===== config.mk =====
export PLATFORM = sky130hd
export DESIGN_NAME = fdiv_arbiter
export DESIGN_NICKNAME = d
export VERILOG_FILES = /design/src/rtl/fdiv_arbiter.sv
export SDC_FILE = /design/constraint.sdc
export NUM_CORES = 1
export LEC_CHECK = 0
export BUFFER_PORTS_ARGS = -buffer_cell sky130_fd_sc_hd__buf_2
export CAP_MARGIN = 30
export CORE_ASPECT_RATIO = 1.1
export CORE_MARGIN = 5
export CORE_UTILIZATION = 50
export CTS_CLUSTER_DIAMETER = 100
export DETAILED_ROUTE_END_ITERATION = 7
export GPL_TIMING_DRIVEN = 0
export PLACE_DENSITY_LB_ADDON = 0.12
export SETUP_SLACK_MARGIN = 0.1
export SLEW_MARGIN = 20
export SYNTH_ARGS = -nofsm -noshare
export SYNTH_HDL_FRONTEND = slang
export SYNTH_SLANG_ARGS = --single-unit

===== constraint.sdc =====
create_clock -name clk_i -period 4.9 [get_ports clk_i]
set_input_delay 0.98 -clock clk_i [delete_from_list [all_inputs] [get_ports clk_i]]
set_output_delay 0.98 -clock clk_i [all_outputs]
set_load 0.02 [all_outputs]

===== src/rtl/fdiv_arbiter.sv =====
// Two-requester round-robin front end for a shared FP divider: grants one op at a time,
// drives the divider, aborts with a quiet NaN on timeout and returns the result by handshake.
module fdiv_arbiter #(
    parameter int TAGW    = 5,
    parameter int TIMEOUT = 40
) (
    input  logic            clk_i,
    input  logic            reset_i,
    input  logic            req0Valid_i,
    output logic            req0Ready_o,
    input  logic [31:0]     req0Rs1_i,
    input  logic [31:0]     req0Rs2_i,
    input  logic [2:0]      req0Rm_i,
    input  logic [TAGW-1:0] req0Tag_i,
    input  logic            req1Valid_i,
    output logic            req1Ready_o,
    input  logic [31:0]     req1Rs1_i,
    input  logic [31:0]     req1Rs2_i,
    input  logic [2:0]      req1Rm_i,
    input  logic [TAGW-1:0] req1Tag_i,
    output logic            divEnable_o,
    output logic [31:0]     divRs1_o,
    output logic [31:0]     divRs2_o,
    output logic [2:0]      divRm_o,
    input  logic            divReady_i,
    input  logic [31:0]     divResult_i,
    output logic            rspValid_o,
    input  logic            rspReady_i,
    output logic            rspId_o,
    output logic [TAGW-1:0] rspTag_o,
    output logic [31:0]     rspData_o,
    output logic            rspTimeout_o
);

    localparam logic [31:0] QNAN         = 32'h7FC0_0000;
    localparam logic [7:0]  TIMEOUT_LOAD = 8'(TIMEOUT);

    typedef enum logic [2:0] {
        IDLE,
        ISSUE,
        WAIT,
        DRAIN,
        RESP
    } state_t;

    state_t          state_q;
    logic            lastGrant_q;
    logic [7:0]      count_q;
    logic            req0Ready_q;
    logic            req1Ready_q;
    logic            divEnable_q;
    logic [31:0]     divRs1_q;
    logic [31:0]     divRs2_q;
    logic [2:0]      divRm_q;
    logic            rspValid_q;
    logic            rspId_q;
    logic [TAGW-1:0] rspTag_q;
    logic [31:0]     rspData_q;
    logic            rspTimeout_q;

    logic            grantPending;
    logic            grantId_d;
    logic            xfer0;
    logic            xfer1;

    // On contention the requester that was not served last wins.
    always_comb begin
        grantPending = req0Valid_i || req1Valid_i;
        if (req0Valid_i && req1Valid_i) begin
            grantId_d = ~lastGrant_q;
        end else begin
            grantId_d = req1Valid_i;
        end
    end

    assign xfer0 = req0Ready_q && req0Valid_i;
    assign xfer1 = req1Ready_q && req1Valid_i;

    always_ff @(posedge clk_i or negedge reset_i) begin
        if (!reset_i) begin
            state_q      <= IDLE;
            lastGrant_q  <= 1'b1;
            count_q      <= '0;
            req0Ready_q  <= 1'b0;
            req1Ready_q  <= 1'b0;
            divEnable_q  <= 1'b0;
            divRs1_q     <= '0;
            divRs2_q     <= '0;
            divRm_q      <= '0;
            rspValid_q   <= 1'b0;
            rspId_q      <= 1'b0;
            rspTag_q     <= '0;
            rspData_q    <= '0;
            rspTimeout_q <= 1'b0;
        end else begin
            case (state_q)
                IDLE: begin
                    // Ready is a registered one-cycle pulse; the transfer lands on the edge closing it.
                    if (req0Ready_q || req1Ready_q) begin
                        req0Ready_q <= 1'b0;
                        req1Ready_q <= 1'b0;
                        if (xfer0 || xfer1) begin
                            divRs1_q    <= xfer1 ? req1Rs1_i : req0Rs1_i;
                            divRs2_q    <= xfer1 ? req1Rs2_i : req0Rs2_i;
                            divRm_q     <= xfer1 ? req1Rm_i  : req0Rm_i;
                            rspTag_q    <= xfer1 ? req1Tag_i : req0Tag_i;
                            rspId_q     <= xfer1;
                            lastGrant_q <= xfer1;
                            divEnable_q <= 1'b1;
                            state_q     <= ISSUE;
                        end
                    end else if (grantPending) begin
                        req0Ready_q <= ~grantId_d;
                        req1Ready_q <= grantId_d;
                    end
                end
                ISSUE: begin
                    count_q <= TIMEOUT_LOAD;
                    state_q <= WAIT;
                end
                WAIT: begin
                    count_q <= count_q - 8'd1;
                    if (divReady_i) begin
                        rspData_q    <= divResult_i;
                        rspTimeout_q <= 1'b0;
                        divEnable_q  <= 1'b0;
                        state_q      <= DRAIN;
                    end else if (count_q == 8'd1) begin
                        rspData_q    <= QNAN;
                        rspTimeout_q <= 1'b1;
                        divEnable_q  <= 1'b0;
                        state_q      <= DRAIN;
                    end
                end
                DRAIN: begin
                    rspValid_q <= 1'b1;
                    state_q    <= RESP;
                end
                RESP: begin
                    if (rspReady_i) begin
                        rspValid_q <= 1'b0;
                        state_q    <= IDLE;
                    end
                end
                default: begin
                    state_q <= IDLE;
                end
            endcase
        end
    end

    assign req0Ready_o  = req0Ready_q;
    assign req1Ready_o  = req1Ready_q;
    assign divEnable_o  = divEnable_q;
    assign divRs1_o     = divRs1_q;
    assign divRs2_o     = divRs2_q;
    assign divRm_o      = divRm_q;
    assign rspValid_o   = rspValid_q;
    assign rspId_o      = rspId_q;
    assign rspTag_o     = rspTag_q;
    assign rspData_o    = rspData_q;
    assign rspTimeout_o = rspTimeout_q;

endmodule


==> summary.txt, run 1 <==
Worst Tran Pin Value -> 0.6655 ns
DIE AREA -> 14,070 sq um
Post-Layout Cell Count -> 922
row count -> 41
post-synthesis instance area -> 5896 sq um
WP data required -> 5.18 ns
via count -> 4,817
Total GRT Usage -> 22.25%
Crit Path Max Fanout -> 10
RSZ-0062 raised after global routing -> no
dpl cell area -> 7574 sq um
Pint -> 3.500 mW
pre-CTS WS -> 2.183 ns
Mapped Nets -> 632
sw frac -> 37.60%
Syn. warnings -> 0
Hold WS -> 0.4729 ns
clock latency on the worst-skew pair -> 0.40 ns
num ports -> 292
Clock power frac -> 23.2%
Leak -> 4.016 nW
setup ws final -> 2.633 ns
sequential element share of the synthesized area -> 51.80%
final wirelength -> 16,000 um
Psw -> 2.109 mW
dpl cells -> 890
fmax -> 441.1 MHz
largest family of logic cells by synthesized area -> multiplexers
GPL Wtd Cong -> 0.8753
WS Path Type -> input port to flop
Post-synth top flop -> dfrtp_1
Flop pwr share -> 31.8%
CTS Hold Bufs -> 0
crit-path cells -> buf_2, nand2_1, buf_2, buf_2, mux2_2, mux2_1
Core Util, Final -> 71.37%
initial core utilization -> 51.31%
post-layout min period -> 2.267 ns
clk slew on worst S/H paths -> 0.05 ns
CP max-delay cell -> mux2_2
post-synth top area cell -> dfrtp_1
first-pass GRT wire length -> 24,450 um
Setup Skew -> 0.005682 ns
setup violators final -> 0
fin crit share -> 46.26%
Pre-antenna DRT Iters -> 4
Gate Count Post-Synth -> 448
top cells by area, synth -> dfrtp_1 (51%), mux2_2 (26%), a22o_1 (3.4%)
Synth Area in Adders -> 0.4244%
total gr overflow -> 0
input/output buffers -> 291
first-iteration detailed-routing DRC count -> 144
Max-slew headroom -> 55.63%
startpoint types -> input port
total power -> 5.608 mW
FFs w/ async S/R, synth -> 100.0%
worst vdd ir -> 0.3643 mV
Post-CTS Setup Bufs -> 0
vias in the first global route -> 4,965
Max Cap Viol -> 0
Combinational Power Share -> 45.0%
WP data arrival -> 2.55 ns
initial antenna violation count -> 1
synth cell count leaders -> mux2_2 (134), dfrtp_1 (121), a21o_1 (23), a22o_1 (23), inv_1 (17)
most common cell in the netlist -> mux2_2
share of layout cells above drive strength 1 -> 62.56%
Final Instance Area -> 8202 sq um
Crit path max-delay family -> buffers and inverters
worst stage delay on the critical path -> 0.38 ns
CTS tree -> yes
multiplexer share of the synthesized area -> 27.67%
post-synthesis compound-gate area fraction -> 11.44%
power density cells -> 683.8 nW/um^2
n_diodes -> 0
Layout area overhead -> 39.11%
crit-path most repeated cell -> buf_2
CTS-repair resized insts -> 0
Clock Tree Root -> clkbuf_16
largest net degree at the start of global routing -> 68
net count reported at finish -> 943
Detail Route Antenna Nets -> 0
EDFF count, synth -> 0
Yosys cell types -> 47
CTS Sinks -> 122
Buf+Inv Stages, Crit Path -> 3
Die Ht -> 123.9 um
Final Hold Viols -> 0
Synth Register Bits -> 122
Via density -> 5.225
core area -> 11,490 sq um
syn avg cell area -> 13.16 sq um
Synth Area in XOR/XNOR -> 0.1486%
Avg WL per Cell -> 17.36 um
setup TNS -> 0 ns
outcome -> completed
Die W -> 113.5 um
Post-Synth Simple-Gate Area -> 3.841%
Slew Limit Fails -> 0
H-tree depth -> 4
post-DP HPWL -> 12,710 um
Worst setup EP type -> flop
Max Root-Sink Buffers -> 2
TritonCTS Buffers -> 17
share of the synthesized area in the top cell type -> 51.36%
DRC viols -> 0
HP Class -> flop to flop
## placed cells by master (no fill, tap or decap), types with 4 or more instances in the layout
master     count
mux2_2       134
a21oi_1       13
mux2_1        10
a22o_1        23
dfrtp_1      121
clkbuf_16     17
clkinv_2       4
o21ai_0        7
inv_1         17
bufinv_16      4
buf_6          6
buf_2        300
a21o_1        23
o22ai_1       12
clkbuf_1      13
nand3_1        4
nand2_1       10
## power groups by stage
stage | Sequential [mW] | Clock [mW] | Combinational (mW)
floorplan | 2.31 | 0 | 1.17
global placement | 1.76 | 0 | 2.49
detailed placement | 1.79 | 0 | 2.56
CTS | 1.78 | 1.33 | 2.56
global route | 1.85 | 1.37 | 2.71
finish | 1.78 | 1.30 | 2.53
## per-layer routing
metal  GRT usage [%]  wire length [um]  share of wire [%]  vias up
met5               0                13              0.081        -
met4           9.016               423                2.6        2
met3           6.414              1197                7.5       31
met2           40.94              8657                 54      185
met1           23.97              5711                 36     2322
li1                -                 -                  -     2277
## worst register-to-register path, cell delays in order (launching register included)
cell,delay [ns]
dfrtp_1,0.43
nand2_1,0.16
buf_2,0.28
buf_2,0.35
mux2_2,0.39
mux2_1,0.30
## sequential cells by signal, summed over array words and instances (netlist names), 3 cells and up
signal and count:
divRs1_o 32, state_q 3, divRm_o 3, divRs2_o 32, count_q 8, rspData_o 32, rspTag_o 5
## cell type report
cell class | count | area, sq um
Sequential cell | 122 | 3054
Multi-Input combinational cell | 277 | 2566
Inverter | 17 | 63.81
Clock inverter | 12 | 171.4
Fill cell | 862 | 3289
Clock buffer | 20 | 456.7
Timing Repair Buffer | 292 | 1490
Buffer | 32 | 211.5
Tap cell | 150 | 187.7
## kinds of logic (layout without fill, tap and decap cells)
logic type | count (synthesis) | after routing
muxes | 145 | 145
adders and majority gates | 2 | 2
DFF | 122 | 122
xor gates and xnor gates | 1 | 1
AOI/OAI and AO/OA | 92 | 92
and+or+nand+nor | 37 | 37
buffers and inverters | 49 | 373
## path summary, 6_finish.rpt
path	end	startpoint	cells after the start	slack, ns
worst min-delay path	lastGrant_q$_DFFE_PN1P_	lastGrant_q$_DFFE_PN1P_	2	0.47
max in group asynchronous	lastGrant_q$_DFFE_PN1P_	reset_i	2	3.63
worst min register to register	lastGrant_q$_DFFE_PN1P_	lastGrant_q$_DFFE_PN1P_	2	0.47
min in group asynchronous	rspData_o[9]$_DFFE_PN0P_	reset_i	1	0.52
worst max-delay path	divRs2_o[8]$_DFFE_PN0P_	req1Valid_i	6	2.63
worst max register to register	divRs2_o[8]$_DFFE_PN0P_	req1Ready_o$_DFFE_PN0P_	5	2.89
No activity file was read; power rests on OpenSTA's default activity.
==> inputs of run 2 (changes only) <==
--- a/config.mk
+++ b/config.mk
@@ -9,7 +9,7 @@
 export CAP_MARGIN = 30
 export CORE_ASPECT_RATIO = 1.1
 export CORE_MARGIN = 5
-export CORE_UTILIZATION = 50
+export CORE_UTILIZATION = 42
 export CTS_CLUSTER_DIAMETER = 100
 export DETAILED_ROUTE_END_ITERATION = 7
 export GPL_TIMING_DRIVEN = 0
==> constraint.sdc (replaced) <==
create_clock -name clk_i -period 1.85 [get_ports clk_i]
set_input_delay 0.37 -clock clk_i [delete_from_list [all_inputs] [get_ports clk_i]]
set_output_delay 0.37 -clock clk_i [all_outputs]
set_load 0.02 [all_outputs]
==> run 2 against run 1 <==
  * Flip-flop and latch count is the same
  * Cell count grew 5.4%
  * Clock-buffer cell count is 1 higher
  * Wire length grew 8.7%
  * Die area grew 17%
  * Sequential power increased to 2.7 times the previous value
  * Utilization shrank 7.7 points
  * Total power grew to 2.9 times the previous value
  * Largest power group unchanged
==> summary.txt, run 2 (synthesized netlist as in run 1, its figures left out) <==
outcome -> completed (unchanged)
first-iteration detailed-routing DRC count -> 136 (was 144)
first-pass GRT wire length -> 25,760 um (was 24,450 um)
H-tree depth -> 4 (unchanged)
core area -> 13,790 sq um (was 11,490 sq um)
Slew Limit Fails -> 0 (unchanged)
DRC viols -> 0 (unchanged)
clock latency on the worst-skew pair -> 0.41 ns (was 0.40 ns)
final wirelength -> 17,400 um (was 16,000 um)
clk slew on worst S/H paths -> 0.06 ns (was 0.05 ns)
Die Ht -> 134.3 um (was 123.9 um)
crit-path cells -> buf_6, or3_4, a21oi_4, buf_12, buf_12, mux2_1 (was buf_2, nand2_1, buf_2, buf_2, mux2_2, mux2_1)
row count -> 45 (was 41)
commonest non-fill, non-tap cell in the layout -> buf_2 (unchanged)
post-DP HPWL -> 13,000 um (was 12,710 um)
largest net degree at the start of global routing -> 66 (was 68)
Post-Layout Cell Count -> 972 (was 922)
fin crit share -> 99.23%
initial core utilization -> 42.74% (was 51.31%)
startpoint types -> flop (was input port)
dpl cells -> 928 (was 890)
CP max-delay cell -> or3_4 (was mux2_2)
Final Hold Viols -> 0 (unchanged)
Worst Tran Pin Value -> 0.5554 ns (was 0.6655 ns)
WP data arrival -> 2.12 ns (was 2.55 ns)
via count -> 4,824 (was 4,817)
WS Path Type -> flop to flop (was input port to flop)
num ports -> 292 (unchanged)
Setup Skew -> 0.007032 ns (was 0.005682 ns)
Via density -> 4.963 (was 5.225)
initial antenna violation count -> 2 (was 1)
worst vdd ir -> 0.9968 mV (was 0.3643 mV)
fmax -> 544.7 MHz
vias in the first global route -> 5,066 (was 4,965)
most frequent cells in the layout -> buf_2 (293), dfrtp_1 (120), mux2_2 (74) (was buf_2 (300), mux2_2 (134), dfrtp_1 (121))
TritonCTS Buffers -> 17 (unchanged)
input/output buffers -> 291 (unchanged)
setup violators final -> 0 (unchanged)
net count reported at finish -> 954 (was 943)
CTS Sinks -> 122 (unchanged)
GPL Wtd Cong -> 0.7888 (was 0.8753)
share of layout cells above drive strength 1 -> 65.13% (was 62.56%)
total gr overflow -> 0 (unchanged)
Total GRT Usage -> 20.15% (was 22.25%)
Pre-antenna DRT Iters -> 4 (unchanged)
Crit path max-delay family -> buffers and inverters (unchanged)
Layout area overhead -> 49.00% (was 39.11%)
HP Class -> input port to flop (was flop to flop)
Crit Path Max Fanout -> 10 (unchanged)
Max Cap Viol -> 0 (unchanged)
post-layout min period -> 1.836 ns
worst stage delay on the critical path -> 0.40 ns (was 0.38 ns)
Core Util, Final -> 63.68% (was 71.37%)
Leak -> 4.342 nW (was 4.016 nW)
Buf+Inv Stages, Crit Path -> 3 (unchanged)
Max Root-Sink Buffers -> 2 (unchanged)
DIE AREA -> 16,510 sq um (was 14,070 sq um)
power density cells -> 1822 nW/um^2 (was 683.8 nW/um^2)
WP data required -> 2.13 ns (was 5.18 ns)
RSZ-0062 raised after global routing -> yes (was no)
Worst setup EP type -> flop (unchanged)
Detail Route Antenna Nets -> 0 (unchanged)
crit-path most repeated cell -> buf_12 (was buf_2)
Die W -> 123.0 um (was 113.5 um)
Clock Tree Root -> clkbuf_16 (unchanged)
Avg WL per Cell -> 17.90 um (was 17.36 um)
CTS tree -> yes (unchanged)
Max-slew headroom -> 62.97% (was 55.63%)
## run 2: cell types whose count changed in the layout (fill, tap and decap cells not counted), moves of 2 or more
cell	delta
clkbuf_8	+2
clkbuf_1	-9
mux2_2	-60
buf_2	-7
buf_4	+9
mux2_1	-2
clkbuf_16	+2
mux2_4	+62
buf_12	+6
clkbuf_2	+7
clkinv_2	-2
clkinvlp_4	+2
## run 2: routing by layer
metal,track usage (%),wire [um]
met1,21.91,6477
met2,36.80,9138
met3,6.116,1477
met4,6.721,298
met5,0,11
## run 2: worst paths after layout
| kind | start | endpoint | slack [ns] | cells past startpoint |
|---|---|---|---|---|
| worst max-delay path | state_q[2]$_DFFE_PN0P_ | divRs2_o[3]$_DFFE_PN0P_ | 0.01 | 6 |
| worst min-delay path | divResult_i[30] | rspData_o[30]$_DFFE_PN0P_ | 0.24 | 3 |
| worst max register to register | state_q[2]$_DFFE_PN0P_ | divRs2_o[3]$_DFFE_PN0P_ | 0.01 | 6 |
| worst min register to register | divRs2_o[1]$_DFFE_PN0P_ | divRs2_o[1]$_DFFE_PN0P_ | 0.48 | 1 |
| max in group asynchronous | reset_i | divRs1_o[26]$_DFFE_PN0P_ | 0.66 | 3 |
| min in group asynchronous | reset_i | rspData_o[29]$_DFFE_PN0P_ | 0.49 | 2 |
## run 2: tightest hold or removal path, stage by stage
cell and delay, ns:
buf_2 0.08, o22ai_1 0.05, a21oi_1 0.11
## run 2: stage by stage
step                      power [mW]  setup TNS (ns)  hold slack (ns)  instance area [sq um]  worst slack, ns
after global placement         11.75         -148.03           0.4666                   7756           -1.134
final                          16.00               0           0.2358                   8785          0.01429
after floorplan                9.599               0          0.07441                   6065          0.04762
after detailed placement       11.92          -12.65           0.3792                   7790          -0.2778
after global routing           16.88          -1.557           0.2348                   8785         -0.05270
after CTS                      15.80               0           0.2154                   8591          0.02373
## run 2: layout make-up
| cell class | count | area (sq um) |
|---|---|---|
| Tap cell | 188 | 235.2 |
| Clock inverter | 11 | 167.7 |
| Inverter | 17 | 63.81 |
| Clock buffer | 21 | 470.5 |
| Multi-Input combinational cell | 277 | 2849 |
| Buffer | 32 | 315.3 |
| Timing Repair Buffer | 303 | 1625 |
| Antenna cell | 1 | 2.502 |
| Sequential cell | 122 | 3055 |
| Fill cell | 1066 | 5010 |
## run 2: repair_timing
action / 4_1_cts / 5_1_grt
endpoints found under the setup margin: 107 / 112
gates resized for setup: 29 / 41
hold buffers: 1 / 0
endpoints found under the hold margin: 56 / 0
buffers inserted: 7 / 1
cloned: 0 / 2
pin swaps: 1 / 1
## run 2: power by group
part	leakage [nW]	internal (mW)	switching (mW)
Sequential	1.44	3.97	0.806
Clock	0.297	2.35	1.18
Combinational	2.61	3.78	3.91
Total	4.34	10.1	5.90
